**src/rtl/control_unit_pipe.sv**
```systemverilog
// control_unit_pipe
// -----------------------------------------------------------------------------
// Decode-stage control unit for the pipelined MIPS core. Decodes opcode/funct
// into a control word, holds that word in the ID/EX control register with
// stall/flush handling, and sequences the multi-cycle multiply/divide unit.
//
// Ports:
//   clk, reset      rising-edge clock, synchronous active-high reset
//   id_valid        decode slot holds a real instruction
//   opcode, funct   instruction bits [31:26] and [5:0]
//   stall_in        downstream hold: ID/EX keeps its value (md_start excepted)
//   flush_in        squash: ID/EX loads a bubble
//   decode_stall    combinational: IF/ID must hold (HI/LO hazard)
//   ex_*            registered ID/EX control word
//   ex_md_start     registered one-cycle pulse for an accepted MULT*/DIV*
//   md_busy         registered: multiply/divide unit occupied
//   md_done         registered: pulse on the final busy cycle
//   dbg_state       registered FSM state (0 = IDLE, 1 = MD_BUSY)
//
// Handshake: an instruction in decode is consumed on a rising edge exactly
// when id_valid=1 and reset, flush_in, stall_in and decode_stall are all 0.
// -----------------------------------------------------------------------------
module control_unit_pipe #(
  parameter int FUNCT_W     = 6,
  parameter int ALU_OP_W    = 3,
  parameter int MULT_CYCLES = 4,
  parameter int DIV_CYCLES  = 32,
  parameter int CNT_W       = 6
) (
  input  logic                clk,
  input  logic                reset,
  input  logic                id_valid,
  input  logic [5:0]          opcode,
  input  logic [FUNCT_W-1:0]  funct,
  input  logic                stall_in,
  input  logic                flush_in,
  output logic                decode_stall,
  output logic                ex_valid,
  output logic                ex_reg_write,
  output logic                ex_mem_to_reg,
  output logic                ex_mem_write,
  output logic [ALU_OP_W-1:0] ex_alu_op,
  output logic                ex_alu_src,
  output logic                ex_reg_dest,
  output logic                ex_branch,
  output logic                ex_jump,
  output logic                ex_jump_reg,
  output logic                ex_jump_link,
  output logic                ex_md_start,
  output logic                md_busy,
  output logic                md_done,
  output logic                dbg_state
);

  // Opcodes
  localparam logic [5:0] OP_SPECIAL = 6'h00;
  localparam logic [5:0] OP_REGIMM  = 6'h01; // BLTZ
  localparam logic [5:0] OP_J       = 6'h02;
  localparam logic [5:0] OP_JAL     = 6'h03;
  localparam logic [5:0] OP_BEQ     = 6'h04;
  localparam logic [5:0] OP_BNE     = 6'h05;
  localparam logic [5:0] OP_ADDIU   = 6'h09;
  localparam logic [5:0] OP_ORI     = 6'h0D;
  localparam logic [5:0] OP_LUI     = 6'h0F;
  localparam logic [5:0] OP_LW      = 6'h23;
  localparam logic [5:0] OP_SB      = 6'h28;
  localparam logic [5:0] OP_SW      = 6'h2B;

  // SPECIAL funct codes
  localparam logic [FUNCT_W-1:0] FN_SLL   = FUNCT_W'(6'h00);
  localparam logic [FUNCT_W-1:0] FN_SRA   = FUNCT_W'(6'h03);
  localparam logic [FUNCT_W-1:0] FN_JR    = FUNCT_W'(6'h08);
  localparam logic [FUNCT_W-1:0] FN_MFHI  = FUNCT_W'(6'h10);
  localparam logic [FUNCT_W-1:0] FN_MFLO  = FUNCT_W'(6'h12);
  localparam logic [FUNCT_W-1:0] FN_MULT  = FUNCT_W'(6'h18);
  localparam logic [FUNCT_W-1:0] FN_MULTU = FUNCT_W'(6'h19);
  localparam logic [FUNCT_W-1:0] FN_DIV   = FUNCT_W'(6'h1A);
  localparam logic [FUNCT_W-1:0] FN_DIVU  = FUNCT_W'(6'h1B);
  localparam logic [FUNCT_W-1:0] FN_ADDU  = FUNCT_W'(6'h21);
  localparam logic [FUNCT_W-1:0] FN_SUBU  = FUNCT_W'(6'h23);
  localparam logic [FUNCT_W-1:0] FN_AND   = FUNCT_W'(6'h24);
  localparam logic [FUNCT_W-1:0] FN_OR    = FUNCT_W'(6'h25);
  localparam logic [FUNCT_W-1:0] FN_XOR   = FUNCT_W'(6'h26);
  localparam logic [FUNCT_W-1:0] FN_SLT   = FUNCT_W'(6'h2A);

  // ALU operation codes
  localparam logic [ALU_OP_W-1:0] ALU_ADD = ALU_OP_W'(0);
  localparam logic [ALU_OP_W-1:0] ALU_SUB = ALU_OP_W'(1);
  localparam logic [ALU_OP_W-1:0] ALU_AND = ALU_OP_W'(2);
  localparam logic [ALU_OP_W-1:0] ALU_OR  = ALU_OP_W'(3);
  localparam logic [ALU_OP_W-1:0] ALU_XOR = ALU_OP_W'(4);
  localparam logic [ALU_OP_W-1:0] ALU_SLT = ALU_OP_W'(5);
  localparam logic [ALU_OP_W-1:0] ALU_SLL = ALU_OP_W'(6);
  localparam logic [ALU_OP_W-1:0] ALU_SRA = ALU_OP_W'(7);

  localparam logic [CNT_W-1:0] MULT_LOAD = CNT_W'(MULT_CYCLES - 1);
  localparam logic [CNT_W-1:0] DIV_LOAD  = CNT_W'(DIV_CYCLES - 1);

  typedef struct packed {
    logic                reg_write;
    logic                mem_to_reg;
    logic                mem_write;
    logic [ALU_OP_W-1:0] alu_op;
    logic                alu_src;
    logic                reg_dest;
    logic                branch;
    logic                jump;
    logic                jump_reg;
    logic                jump_link;
    logic                md_start;
  } ctrl_t;

  typedef enum logic {
    S_IDLE    = 1'b0,
    S_MD_BUSY = 1'b1
  } state_t;

  ctrl_t            dec;
  ctrl_t            ex_q;
  logic             ex_valid_q;
  logic             known;
  logic             is_md;
  logic             is_div;
  logic             is_hilo_read;
  logic             md_issue;
  state_t           state_q, state_d;
  logic [CNT_W-1:0] cnt_q, cnt_d;
  logic             md_done_q, md_done_d;

  // ---------------------------------------------------------------------------
  // Combinational decode
  // ---------------------------------------------------------------------------
  always_comb begin
    dec          = '0;
    known        = 1'b1;
    is_md        = 1'b0;
    is_div       = 1'b0;
    is_hilo_read = 1'b0;
    case (opcode)
      OP_SPECIAL: begin
        dec.reg_dest  = 1'b1;
        dec.reg_write = 1'b1;
        case (funct)
          FN_SLL:  begin dec.alu_op = ALU_SLL; dec.alu_src = 1'b1; end
          FN_SRA:  begin dec.alu_op = ALU_SRA; dec.alu_src = 1'b1; end
          FN_ADDU: dec.alu_op = ALU_ADD;
          FN_SUBU: dec.alu_op = ALU_SUB;
          FN_AND:  dec.alu_op = ALU_AND;
          FN_OR:   dec.alu_op = ALU_OR;
          FN_XOR:  dec.alu_op = ALU_XOR;
          FN_SLT:  dec.alu_op = ALU_SLT;
          FN_JR: begin
            dec.reg_write = 1'b0;
            dec.jump      = 1'b1;
            dec.jump_reg  = 1'b1;
          end
          FN_MFHI, FN_MFLO: is_hilo_read = 1'b1;
          FN_MULT, FN_MULTU: begin
            dec.reg_write = 1'b0;
            dec.md_start  = 1'b1;
            is_md         = 1'b1;
          end
          FN_DIV, FN_DIVU: begin
            dec.reg_write = 1'b0;
            dec.md_start  = 1'b1;
            is_md         = 1'b1;
            is_div        = 1'b1;
          end
          default: known = 1'b0;
        endcase
      end
      OP_REGIMM, OP_BEQ, OP_BNE: begin
        dec.branch = 1'b1;
        dec.alu_op = ALU_SUB;
      end
      OP_J:   dec.jump = 1'b1;
      OP_JAL: begin
        dec.jump      = 1'b1;
        dec.jump_link = 1'b1;
        dec.reg_write = 1'b1;
      end
      OP_ADDIU: begin dec.reg_write = 1'b1; dec.alu_src = 1'b1; dec.alu_op = ALU_ADD; end
      OP_ORI:   begin dec.reg_write = 1'b1; dec.alu_src = 1'b1; dec.alu_op = ALU_OR;  end
      // LUI is the immediate shifted left by a fixed 16.
      OP_LUI:   begin dec.reg_write = 1'b1; dec.alu_src = 1'b1; dec.alu_op = ALU_SLL; end
      OP_LW: begin
        dec.reg_write  = 1'b1;
        dec.mem_to_reg = 1'b1;
        dec.alu_src    = 1'b1;
        dec.alu_op     = ALU_ADD;
      end
      OP_SW, OP_SB: begin
        dec.mem_write = 1'b1;
        dec.alu_src   = 1'b1;
        dec.alu_op    = ALU_ADD;
      end
      default: known = 1'b0;
    endcase
    // Anything not recognised becomes a bubble; it is never an error.
    if (!known) begin
      dec          = '0;
      is_md        = 1'b0;
      is_div       = 1'b0;
      is_hilo_read = 1'b0;
    end
  end

  // HI/LO hazard: hold decode until the final busy cycle, on which the
  // result is ready and a dependent read or new MD op may proceed.
  assign decode_stall = id_valid && md_busy && (is_md || is_hilo_read) &&
                        (cnt_q != '0);

  assign md_issue = id_valid && is_md && !flush_in && !stall_in && !decode_stall;

  // ---------------------------------------------------------------------------
  // Multiply/divide sequencer
  // ---------------------------------------------------------------------------
  always_comb begin
    state_d = state_q;
    cnt_d   = cnt_q;
    if (md_issue) begin
      // A new op may start straight out of the final busy cycle of the last.
      state_d = S_MD_BUSY;
      cnt_d   = is_div ? DIV_LOAD : MULT_LOAD;
    end else if (state_q == S_MD_BUSY) begin
      if (cnt_q == '0) begin
        state_d = S_IDLE;
      end else begin
        cnt_d = cnt_q - 1'b1;
      end
    end
    md_done_d = (state_d == S_MD_BUSY) && (cnt_d == '0);
  end

  always_ff @(posedge clk) begin
    if (reset) begin
      state_q   <= S_IDLE;
      cnt_q     <= '0;
      md_done_q <= 1'b0;
    end else begin
      state_q   <= state_d;
      cnt_q     <= cnt_d;
      md_done_q <= md_done_d;
    end
  end

  // ---------------------------------------------------------------------------
  // ID/EX control register
  // ---------------------------------------------------------------------------
  always_ff @(posedge clk) begin
    if (reset) begin
      ex_q       <= '0;
      ex_valid_q <= 1'b0;
    end else if (flush_in) begin
      ex_q       <= '0;
      ex_valid_q <= 1'b0;
    end else if (stall_in) begin
      // Hold the word but never replay the start pulse.
      ex_q.md_start <= 1'b0;
    end else if (decode_stall) begin
      ex_q       <= '0;
      ex_valid_q <= 1'b0;
    end else begin
      ex_q       <= id_valid ? dec : '0;
      ex_valid_q <= id_valid;
    end
  end

  assign ex_valid      = ex_valid_q;
  assign ex_reg_write  = ex_q.reg_write;
  assign ex_mem_to_reg = ex_q.mem_to_reg;
  assign ex_mem_write  = ex_q.mem_write;
  assign ex_alu_op     = ex_q.alu_op;
  assign ex_alu_src    = ex_q.alu_src;
  assign ex_reg_dest   = ex_q.reg_dest;
  assign ex_branch     = ex_q.branch;
  assign ex_jump       = ex_q.jump;
  assign ex_jump_reg   = ex_q.jump_reg;
  assign ex_jump_link  = ex_q.jump_link;
  assign ex_md_start   = ex_q.md_start;
  assign md_busy       = (state_q == S_MD_BUSY);
  assign md_done       = md_done_q;
  assign dbg_state     = state_q;

endmodule

```
**config.mk**
```make
export PLATFORM = sky130hd
export DESIGN_NAME = control_unit_pipe
export DESIGN_NICKNAME = d
export VERILOG_FILES = /design/src/rtl/control_unit_pipe.sv
export SDC_FILE = /design/constraint.sdc
export NUM_CORES = 1
export LEC_CHECK = 0
export CAP_MARGIN = 20
export CELL_PAD_IN_SITES_DETAIL_PLACEMENT = 1
export CELL_PAD_IN_SITES_GLOBAL_PLACEMENT = 1
export CORE_MARGIN = 8
export CORE_UTILIZATION = 41
export DETAILED_ROUTE_END_ITERATION = 6
export DONT_BUFFER_PORTS = 1
export PLACE_DENSITY_LB_ADDON = 0.3
export RECOVER_POWER = 50
export SYNTH_ARGS = -nofsm -noshare
export SYNTH_HDL_FRONTEND = slang
export SYNTH_SLANG_ARGS = --single-unit
```
**constraint.sdc**
```tcl
create_clock -name clk -period 2.1 [get_ports clk]
set_clock_uncertainty 0.2 [all_clocks]
set_input_delay 0.21 -clock clk [delete_from_list [all_inputs] [get_ports clk]]
set_output_delay 0.21 -clock clk [all_outputs]
set_load 0.1 [all_outputs]
```
==> metrics.txt <==
# TYPE chip_impl_metric gauge
chip_impl_metric{name="setup_ws",unit="ns"} -0.1433
chip_impl_metric{name="register_area",unit="um2"} 444.2
chip_impl_metric{name="drv_cap",unit=""} 0
chip_impl_metric{name="synth-async-reset-ratio",unit="%"} 0
chip_impl_info{name="crit_type",value="register to output pin"} 1
chip_impl_info{name="synth_top_cell_by_area",value="sky130_fd_sc_hd__dfxtp_1"} 1
chip_impl_metric{name="worstSetupPathDepth",unit=""} 7
chip_impl_metric{name="final_design_area_no_fill",unit="um2"} 1998
chip_impl_metric{name="multi_input_area",unit="um2"} 1104
chip_impl_metric{name="cts_sinks",unit=""} 22
chip_impl_metric{name="pin_count_of_the_biggest_net_entering_global_routing",unit=""} 15
chip_impl_metric{name="min_period",unit="ns"} 2.243
chip_impl_metric{name="swShare",unit="%"} 22.40
chip_impl_metric{name="clkPwrFrac",unit="%"} 42.4
chip_impl_metric{name="io_buffer_count",unit=""} 0
chip_impl_metric{name="number_of_flip_flops_under_the_largest_register_name",unit=""} 6
chip_impl_metric{name="placed_area",unit="um2"} 1772
chip_impl_metric{name="start_util",unit="%"} 42.15
chip_impl_metric{name="timing.final.crit_share",unit="%"} 106.8
chip_impl_metric{name="timing.critical_path.slowest_cell_delay",unit="ns"} 0.48
chip_impl_metric{name="worst_ep_arrival_time",unit="ns"} 1.83
chip_impl_info{name="violations",value="setup timing"} 1
chip_impl_metric{name="cts-buffers-inserted",unit=""} 3
chip_impl_metric{name="power.density",unit="nW/um2"} 464.9
chip_impl_metric{name="clock.fmax",unit="MHz"} 445.8
chip_impl_metric{name="die_height",unit="um"} 77.12
chip_impl_metric{name="internal-power",unit="uW"} 720.8
chip_impl_metric{name="maximum_fanout_along_the_worst_path",unit=""} 3
chip_impl_metric{name="post_synth_inst_count",unit=""} 193
chip_impl_metric{name="ys_seq_area_share",unit="%"} 28.76
chip_impl_info{name="synth.area.top_cells",value="sky130_fd_sc_hd__dfxtp_1, sky130_fd_sc_hd__nor2_1, sky130_fd_sc_hd__a21oi_1"} 1
chip_impl_metric{name="antenna_left",unit=""} 0
chip_impl_metric{name="routabilityCongestion",unit=""} 0.8091
chip_impl_metric{name="grt_first_pass_wirelength",unit="um"} 8507
chip_impl_info{name="cts-root-buf",value="sky130_fd_sc_hd__clkbuf_8"} 1
chip_impl_metric{name="avgRoutedWirePerCell",unit="um"} 19.71
chip_impl_metric{name="slew-limit-headroom",unit="%"} 59.31
chip_impl_info{name="timing.hold.worst.class",value="input port to register"} 1
chip_impl_metric{name="synth_fp_nets",unit=""} 212
chip_impl_info{name="critPathLaunch",value="cnt_q[0]$_SDFF_PP0_"} 1
chip_impl_metric{name="sequentialPowerShare",unit="%"} 45.0
chip_impl_info{name="type_of_element_capturing_the_critical_path",value="output pin"} 1
chip_impl_metric{name="worst-r2r-setup-slack",unit="ns"} -0.13
chip_impl_metric{name="core_region_area",unit="um2"} 3633
chip_impl_metric{name="cts_max_path_buffers",unit=""} 2
chip_impl_metric{name="ys_seq_elements",unit=""} 22
chip_impl_info{name="crit_path_cell_trace",value="inv_2 -> ha_4 -> or4b_4 -> o21ai_4 -> buf_6 -> nor3_4 -> buf_12"} 1
chip_impl_metric{name="hold_viol",unit=""} 0
chip_impl_metric{name="drc",unit=""} 0
chip_impl_metric{name="viasPerCell",unit=""} 5.919
chip_impl_info{name="unrepaired_setup_endpoints_after_global_routing",value="yes"} 1
chip_impl_metric{name="path_buf_inv",unit=""} 3
chip_impl_metric{name="std_cell_rows",unit=""} 22
chip_impl_metric{name="fillers",unit=""} 443
chip_impl_metric{name="synth_enable_flop_cells",unit=""} 0
chip_impl_metric{name="dr.pass1.iters",unit=""} 4
chip_impl_metric{name="synth_top_cell_area_share",unit="%"} 28.76
chip_impl_metric{name="yosysWarnings",unit=""} 0
chip_impl_metric{name="drt-initial-drc-count",unit=""} 131
chip_impl_info{name="crit_path_top_delay_cell",value="sky130_fd_sc_hd__or4b_4"} 1
chip_impl_info{name="setup.worst_path.start_class",value="register"} 1
chip_impl_info{name="status",value="complete, but fails checks"} 1
chip_impl_info{name="worst_r2r_endpoint",value="ex_alu_op[2]$_SDFFE_PP0N_"} 1
chip_impl_metric{name="required_time_of_the_critical_path",unit="ns"} 1.69
chip_impl_info{name="synthFlopType",value="sky130_fd_sc_hd__dfxtp_1"} 1
chip_impl_info{name="timing.rr.start",value="cnt_q[0]$_SDFF_PP0_"} 1
chip_impl_metric{name="nNetsFinal",unit=""} 242
chip_impl_metric{name="final-setup-viol-count",unit=""} 16
chip_impl_metric{name="place_worst_setup_slack",unit="ns"} -0.1062
chip_impl_metric{name="combinationalPowerShare",unit="%"} 12.6
chip_impl_metric{name="antenna_found_initial",unit=""} 0
chip_impl_metric{name="postRouteWirelength",unit="um"} 5322
chip_impl_info{name="layout_common_cells",value="sky130_fd_sc_hd__dfxtp_1, sky130_fd_sc_hd__nor2_1, sky130_fd_sc_hd__buf_4"} 1
chip_impl_metric{name="worst-r2r-cell-count",unit=""} 8
chip_impl_metric{name="synth.distinct_cells",unit=""} 55
chip_impl_info{name="endpoint",value="decode_stall"} 1
chip_impl_info{name="worst_path_dominant_cell_family",value="simple AND/OR/NAND/NOR gates"} 1
chip_impl_metric{name="path_clk_slew",unit="ns"} 0.09
chip_impl_metric{name="layout-area-overhead-vs-synth",unit="%"} 30.47
chip_impl_metric{name="final_core_utilization",unit="%"} 54.99
chip_impl_metric{name="cellLeakagePower",unit="nW"} 0.8138
chip_impl_metric{name="final_max_slew_viol_count",unit=""} 0
chip_impl_metric{name="syn-cell-area",unit="um2"} 1531
chip_impl_info{name="cts_tree",value="yes"} 1
chip_impl_metric{name="diodes",unit=""} 0
chip_impl_metric{name="ir_worst_vdd",unit="uV"} 346.8
chip_impl_metric{name="post_route_cells_drive_above_1_share",unit="%"} 31.98
chip_impl_metric{name="max_slew.worst_pin.slew",unit="ns"} 0.6084
chip_impl_metric{name="track_usage",unit="%"} 17.04
chip_impl_metric{name="number_of_global_route_vias_before_repair",unit=""} 1713
chip_impl_metric{name="cts-htree-levels",unit=""} 1
chip_impl_metric{name="grt.overflow.total",unit=""} 0
chip_impl_metric{name="net-switching-power",unit="uW"} 208.1
chip_impl_metric{name="clock_latency",unit="ns"} 0.26
chip_impl_metric{name="placed_wire_length_estimate_after_detailed_placement",unit="um"} 3780
chip_impl_metric{name="num_vias",unit=""} 1598
chip_impl_metric{name="fp.dieW",unit="um"} 77.12
chip_impl_info{name="mostFrequentLayoutCell",value="sky130_fd_sc_hd__dfxtp_1"} 1
chip_impl_metric{name="post_synth.cell_area_avg",unit="um2"} 7.935
chip_impl_metric{name="floorplan.io_pins",unit=""} 35
chip_impl_metric{name="die_footprint",unit="um2"} 5947
## per-layer routing
metal | up-vias | wire, um | GRT usage [%] | part of all wire [%]
li1 | 759 | - | - | -
met1 | 787 | 2040 | 17.99 | 38
met2 | 42 | 2833 | 32.12 | 53
met3 | 10 | 355 | 5.128 | 6.7
met4 | 0 | 93 | 3.774 | 1.7
met5 | - | 0 | 0 | 0
## what timing repair did
action                                 4_1_cts  5_1_grt
gates resized for setup                     12        7
setup endpoints to repair                   10       16
endpoints found under the hold margin       22        0
hold buffers                                 6        0
pin swaps                                    7        7
setup buffers                                4        2
## kinds of logic (layout without fill, tap and decap cells)
| logic type | after synthesis | count (layout) | share of synthesized area (%) |
|---|---|---|---|
| compound gates | 53 | 53 | 26.39 |
| xor+xnor | 6 | 6 | 3.431 |
| fa+ha+maj | 2 | 2 | 1.634 |
| buf+inv | 19 | 48 | 5.555 |
| flops | 22 | 22 | 28.76 |
| mux | 3 | 3 | 2.042 |
| simple gates | 88 | 88 | 32.19 |
## how the worst min path moves through the flow
stage               startpoint                   endpoint  slack, ns  cells after the start
floorplan             stall_in  ex_alu_op[1]$_SDFFE_PP0N_       0.17                      2
global placement         reset        cnt_q[0]$_SDFF_PP0_       0.08                      1
detailed placement       reset       dbg_state$_SDFF_PP0_       0.08                      1
CTS                  opcode[1]       ex_jump$_SDFFE_PP0N_       0.01                      2
global route         opcode[4]       ex_jump$_SDFFE_PP0N_       0.02                      2
finish               opcode[1]       ex_jump$_SDFFE_PP0N_       0.02                      2
## power groups by stage
stage	logic [mW]	clock network (mW)	registers (mW)
floorplan	0.0979	0	0.435
global placement	0.0917	0	0.428
detailed placement	0.0958	0	0.428
CTS	0.115	0.400	0.418
global route	0.127	0.415	0.418
finish	0.117	0.393	0.418
## cells in the mapped netlist (all sizes together), types with 2 or more instances
cell / n
buf: 4
a2bb2oi: 4
nor2b: 7
xnor2: 4
nand3: 6
nor3: 9
a21oi: 14
clkbuf: 9
o21bai: 2
mux2i: 2
o41ai: 3
or2: 2
or3: 2
o31ai: 2
nand3b: 4
dfxtp: 22
a21boi: 2
o21ai: 8
ha: 2
o22a: 3
xor2: 2
nand2: 16
o211ai: 4
nor2: 20
a22oi: 2
nand2b: 8
inv: 6
nor4: 5
## cell type report
| class | instances | area share [%] |
|---|---|---|
| Tap cell | 48 | 3.006 |
| Clock buffer | 3 | 2.066 |
| Inverter | 6 | 1.127 |
| Timing Repair Buffer | 38 | 14.84 |
| Clock inverter | 1 | 1.503 |
| Sequential cell | 22 | 22.23 |
| Multi-Input combinational cell | 152 | 55.23 |
## per-stage QoR
step | hold WS [ns] | cells | power [mW] | TNS (ns)
after CTS | 0.01360 | 268 | 0.9329 | -0.3171
final | 0.01853 | 270 | 0.9289 | -1.066
after global routing | 0.01515 | 270 | 0.9598 | -2.170
after floorplan | 0.1702 | 193 | 0.5332 | -2.133
after global placement | 0.07767 | 254 | 0.5196 | -0.01289
after detailed placement | 0.07538 | 254 | 0.5238 | -0.3181
(Power assumes the default switching activity.)
